[config.mk]
export PLATFORM = sky130hd
export DESIGN_NAME = wave_measure_module
export DESIGN_NICKNAME = d
export VERILOG_FILES = /design/src/rtl/wave_measure_pkg.sv /design/src/rtl/wave_edge_detect.sv /design/src/rtl/wave_measure_module.sv
export SDC_FILE = /design/constraint.sdc
export NUM_CORES = 1
export LEC_CHECK = 0
export CAP_MARGIN = 40
export CORE_ASPECT_RATIO = 1.1
export CORE_MARGIN = 10
export CORE_UTILIZATION = 37
export DETAILED_ROUTE_END_ITERATION = 6
export GPL_TIMING_DRIVEN = 0
export PLACE_DENSITY_LB_ADDON = 0.25
export SYNTH_ARGS = -nofsm -noshare
export SYNTH_HDL_FRONTEND = slang
export SYNTH_SLANG_ARGS = --single-unit
[constraint.sdc]
create_clock -name CLK -period 3 [get_ports CLK]
set_input_delay 0.3 -clock CLK [delete_from_list [all_inputs] [get_ports CLK]]
set_output_delay 0.3 -clock CLK [all_outputs]
set_load 0.05 [all_outputs]
[src/rtl/wave_measure_pkg.sv]
// Shared types and widths for the waveform period/amplitude measurement block.
package wave_measure_pkg;

    localparam int CNT_W = 20;
    localparam int SMP_W = 8;

    typedef enum logic {
        ST_IDLE    = 1'b0,
        ST_MEASURE = 1'b1
    } meas_state_t;

    function automatic logic [SMP_W-1:0] smp_max(input logic [SMP_W-1:0] a,
                                                 input logic [SMP_W-1:0] b);
        return (a > b) ? a : b;
    endfunction

    function automatic logic [SMP_W-1:0] smp_min(input logic [SMP_W-1:0] a,
                                                 input logic [SMP_W-1:0] b);
        return (a < b) ? a : b;
    endfunction

endpackage

[src/rtl/wave_edge_detect.sv]
// Hysteresis rising-crossing detector: arms at or below THRESH_LO, fires at or above THRESH_HI.
module wave_edge_detect
    import wave_measure_pkg::*;
#(
    parameter logic [SMP_W-1:0] THRESH_HI = 8'd144,
    parameter logic [SMP_W-1:0] THRESH_LO = 8'd112
) (
    input  logic             CLK,
    input  logic             Rstn,
    input  logic             Sample_En,
    input  logic [SMP_W-1:0] Wave_Data,
    input  logic             Disarm,
    output logic             Rise_Event
);

    logic armed;

    assign Rise_Event = armed && Sample_En && (Wave_Data >= THRESH_HI);

    // Disarm wins so a timeout sample below THRESH_LO cannot leave the detector armed.
    always_ff @(posedge CLK or negedge Rstn) begin
        if (!Rstn) begin
            armed <= 1'b0;
        end else if (Disarm) begin
            armed <= 1'b0;
        end else if (Sample_En) begin
            if (Rise_Event)
                armed <= 1'b0;
            else if (Wave_Data <= THRESH_LO)
                armed <= 1'b1;
        end
    end

endmodule

[src/rtl/wave_measure_module.sv]
// Measures period (in accepted samples) and min/max/peak-to-peak between rising crossings.
//   state      | meaning
//   ST_IDLE    | no period reference yet (after reset or loss of signal)
//   ST_MEASURE | counting accepted samples since the last rising event
module wave_measure_module
    import wave_measure_pkg::*;
#(
    parameter logic [SMP_W-1:0] THRESH_HI = 8'd144,
    parameter logic [SMP_W-1:0] THRESH_LO = 8'd112,
    parameter logic [CNT_W-1:0] TIMEOUT   = 20'd1000000
) (
    input  logic             CLK,
    input  logic             Rstn,
    input  logic             Sample_En,
    input  logic [SMP_W-1:0] Wave_Data,
    output logic [CNT_W-1:0] Period_Out,
    output logic [SMP_W-1:0] Max_Out,
    output logic [SMP_W-1:0] Min_Out,
    output logic [SMP_W-1:0] Vpp_Out,
    output logic             Meas_Valid,
    output logic             No_Signal
);

    localparam logic [CNT_W-1:0] TMO_LOAD = TIMEOUT - 20'd1;

    meas_state_t      state;
    logic [CNT_W-1:0] smp_cnt;
    logic [CNT_W-1:0] tmo_left;
    logic [SMP_W-1:0] run_max;
    logic [SMP_W-1:0] run_min;
    logic             rise_event;
    logic             timeout_hit;

    wave_edge_detect #(
        .THRESH_HI (THRESH_HI),
        .THRESH_LO (THRESH_LO)
    ) u_edge (
        .CLK        (CLK),
        .Rstn       (Rstn),
        .Sample_En  (Sample_En),
        .Wave_Data  (Wave_Data),
        .Disarm     (timeout_hit),
        .Rise_Event (rise_event)
    );

    // Loss-of-signal timer runs down alongside smp_cnt; reaching zero means smp_cnt == TIMEOUT-1.
    assign timeout_hit = Sample_En && (state == ST_MEASURE) && !rise_event && (tmo_left == '0);

    always_ff @(posedge CLK or negedge Rstn) begin
        if (!Rstn) begin
            state      <= ST_IDLE;
            smp_cnt    <= '0;
            tmo_left   <= '0;
            run_max    <= '0;
            run_min    <= '0;
            Period_Out <= '0;
            Max_Out    <= '0;
            Min_Out    <= '0;
            Vpp_Out    <= '0;
            Meas_Valid <= 1'b0;
            No_Signal  <= 1'b0;
        end else begin
            Meas_Valid <= 1'b0;
            if (Sample_En) begin
                case (state)
                    ST_IDLE: begin
                        if (rise_event) begin
                            state    <= ST_MEASURE;
                            smp_cnt  <= '0;
                            tmo_left <= TMO_LOAD;
                            run_max  <= Wave_Data;
                            run_min  <= Wave_Data;
                        end
                    end
                    ST_MEASURE: begin
                        if (rise_event) begin
                            Period_Out <= smp_cnt + 20'd1;
                            Max_Out    <= run_max;
                            Min_Out    <= run_min;
                            Vpp_Out    <= run_max - run_min;
                            Meas_Valid <= 1'b1;
                            No_Signal  <= 1'b0;
                            smp_cnt    <= '0;
                            tmo_left   <= TMO_LOAD;
                            run_max    <= Wave_Data;
                            run_min    <= Wave_Data;
                        end else if (timeout_hit) begin
                            No_Signal <= 1'b1;
                            state     <= ST_IDLE;
                        end else begin
                            smp_cnt  <= smp_cnt + 20'd1;
                            tmo_left <= tmo_left - 20'd1;
                            run_max  <= smp_max(run_max, Wave_Data);
                            run_min  <= smp_min(run_min, Wave_Data);
                        end
                    end
                    default: state <= ST_IDLE;
                endcase
            end
        end
    end

endmodule

==> impl_metrics.py <==
metrics = {
    "die": {
        "die-area_um2": 19390,
        "io_pins": 57,
        "die_h_um": 145.0,
        "start_util_pct": 37.97,
        "fp.dieW_um": 133.7,
        "rows": 45,
        "core_area_um2": 13850,
    },
    "yosys": {
        "yosys_most_used_dff": "dfrtp_1",
        "synth_area_um2": 5259,
        "ys_types": 48,
        "syn_area_per_cell_um2": 9.596,
        "ys_warn_count": 0,
        "syn_inst": 548,
        "synthArstFlopShare_pct": 100.0,
        "ys_ff_latch": 104,
        "synth_edf_count": 0,
        "ys_seq_area_share_pct": 49.49,
        "synth_nets": 585,
    },
    "grt": {
        "grt_max_degree": 66,
        "grt_pass1_wl_mm": 21.65,
        "grt_antenna_before_repair": 0,
        "grtUsageTotal_pct": 13.52,
        "overflow": 0,
        "grt_pass1_vias": 4215,
    },
    "worst_setup_path": {
        "r2r-end": "smp_cnt[12]$_DFFE_PN0P_",
        "worst_path_max_delay_cell": "or4b_4",
        "r2r_start": "tmo_left[10]$_DFFE_PN0P_",
        "crit_path_frequent_cell": "o21ai_0",
        "start_kind": "flop",
        "r2r_cells": 7,
        "regToRegSetupSlack_ps": 190,
        "worstPathArrival_ps": 3030,
        "cpPeakStageDelay_ps": 590,
        "cp_max_fo": 10,
        "crit_type": "flop to flop",
        "end_kind": "flop",
        "crit_chain": "or4_4 -> or4b_4 -> o211ai_1 -> buf_2 -> o21ai_0 -> nand2_1 -> o21ai_0",
        "crit_required_ps": 3220,
    },
    "finish": {
        "finalInstanceArea_um2": 6371,
        "drive_above_1_share_pct": 6.270,
        "diodes": 0,
        "layout_commonest_cell": "nand2_1",
        "nets": 654,
        "layout_common_cells": "nand2_1 (107), dfrtp_1 (104), o21ai_0 (61)",
        "synthToLayoutAreaGrowth_pct": 21.15,
    },
    "drt": {
        "drt_iter0_drc": 415,
        "drt_wl_total_mm": 12.74,
        "drt_first_pass_iters": 4,
        "drtAntennaViolNets": 0,
        "viasPerCell": 5.065,
        "wl_per_cell_um": 15.73,
        "drc": 0,
        "vias": 4103,
    },
    "clock_tree": {
        "clk_pin_slew_ps": 70,
        "clk_latency_ps": 350,
        "cts_htree_levels": 3,
        "cts_buffers": 9,
        "cts_tree": "done",
        "cts_root_buf": "clkbuf_16",
        "clock-sinks": 104,
        "clockBufferDepth": 2,
    },
    "sta": {
        "finClkSkew_ps": 9.353,
        "maxSlewViolCount": 0,
        "rsz0062_at_grt": "no",
        "setup_viol": 0,
        "finalCriticalPeriod_ps": 2807,
        "maxClockFrequency_ghz": 0.3562,
        "hold_violations": 0,
        "holdWs_ps": 476.8,
        "setup_tns_ps": 0,
        "setup_ws_ps": 192.7,
        "worst-slew-pin-transition_ps": 811.1,
        "period_share_pct": 93.58,
        "slew_headroom_pct": 45.43,
    },
    "place": {
        "dpl_cell_area_um2": 6080,
        "place_hpwl_mm": 9.357,
        "pre_cts_ws_ps": -19.94,
        "gp_congestion": 0.8438,
        "port_buffers": 56,
    },
    "min_path": {
        "hp-start": "Period_Out[5]$_DFFE_PN0P_",
        "holdPathEnd": "Period_Out[5]$_DFFE_PN0P_",
        "hold_class": "flop to flop",
        "worstHoldPathCells": 2,
    },
    "pwr": {
        "power.leakage_nw": 2.724,
        "ir_drop_mv": 0.4392,
        "pwr_density_cell_nw_per_um2": 873.1,
        "finalPower_mw": 5.563,
    },
    "job": {
        "max_cap_violations": 0,
    },
    "run_status": {
        "status": "completed",
    },
}
==> registers in the layout (all words and copies together), names as in the netlist <==
signal / cells
Max_Out: 8
Meas_Valid: 1
Min_Out: 8
No_Signal: 1
Period_Out: 20
Vpp_Out: 8
run_max: 8
run_min: 8
smp_cnt: 20
state: 1
tmo_left: 20
u_edge.armed: 1
==> worst max-delay path: cells and delay by family (launching register included) <==
family	cells	cell delay, ps
compound gates	3	680
buf+inv	1	330
simple gates	3	1260
flops	1	410
==> logic make-up after synthesis <==
group | Yosys count | synth area share, %
buf+inv | 45 | 3.473
xor+xnor | 40 | 6.662
mux | 16 | 3.402
simple gates | 212 | 18.65
compound gates | 105 | 11.99
flops | 104 | 49.49
fa+ha+maj | 26 | 6.329
==> metrics by stage <==
step / utilization [%] / instances
after floorplan: - / 548
after global placement: 43.71 / 792
after detailed placement: 43.89 / 793
after CTS: 46.00 / 810
after global routing: 46.00 / 810
final: 46.00 / 810
==> cell usage after synthesis (3+ instances only) <==
cell type	count	share of area, %
and3_1	7	0.83
mux2i_1	7	1.3
o21ai_0	61	5.8
ha_1	25	5.9
nor3_1	9	0.86
dfrtp_1	104	49
inv_1	20	1.4
xnor2_1	18	3.0
xor2_1	22	3.7
nor2_1	32	2.3
nand2b_1	6	0.71
nand4b_1	3	0.50
a31oi_1	12	1.4
clkbuf_1	18	1.3
mux2_2	5	1.1
buf_2	5	0.48
or3_1	3	0.36
or4_1	4	0.57
a211oi_1	3	0.43
nand3_1	14	1.3
nor2b_1	3	0.36
or2_2	3	0.36
nand2_1	107	7.6
a21oi_1	14	1.3
nand4_1	11	1.3
nor4_1	4	0.48
==> metal layers <==
| layer | track usage, % | part of all wire [%] | vias up |
|---|---|---|---|
| met1 | 17.44 | 46 | 1995 |
| met2 | 21.91 | 48 | 72 |
| met5 | 0 | 0 | - |
| met4 | 4.139 | 1.0 | 0 |
| li1 | - | - | 2028 |
| met3 | 3.138 | 4.9 | 8 |
==> timing repair <==
item	in CTS	in global routing
buffers inserted	0	0
gates resized for setup	0	0
hold buffers	1	0
hold endpoints to repair	39	0
==> power by group <==
group	internal (mW)	leakage [nW]	total (mW)	switching (mW)
logic	0.930	1.28	2.43	1.50
registers	1.74	1.31	2.01	0.279
clock network	0.589	0.135	1.12	0.533
total	3.25	2.72	5.56	2.31
==> worst max path at each step <==
stage / cells past startpoint / from / endpoint / slack (ps)
2_1_floorplan: 6 / tmo_left[10]$_DFFE_PN0P_ / run_min[0]$_DFFE_PN0P_ / 510
4_1_cts: 7 / tmo_left[10]$_DFFE_PN0P_ / smp_cnt[12]$_DFFE_PN0P_ / 160
3_5_place_dp: 8 / Wave_Data[4] / Period_Out[0]$_DFFE_PN0P_ / -20
6_report: 7 / tmo_left[10]$_DFFE_PN0P_ / smp_cnt[12]$_DFFE_PN0P_ / 190
5_1_grt: 7 / tmo_left[10]$_DFFE_PN0P_ / smp_cnt[12]$_DFFE_PN0P_ / 40
3_3_place_gp: 1 / Rstn / tmo_left[9]$_DFFE_PN0P_ / -2430
==> cell type report <==
type                    count  area [um2]
flip-flops and latches    104        2603
clock inverters             6       42.54
repair buffers             58       595.6
well taps                 188       235.2
fillers                  1360        7480
clock buffers              10       239.0
inverters                  20       75.07
plain buffers              25       107.6
multi-input cells         399        2474
(Power assumes the default switching activity.)
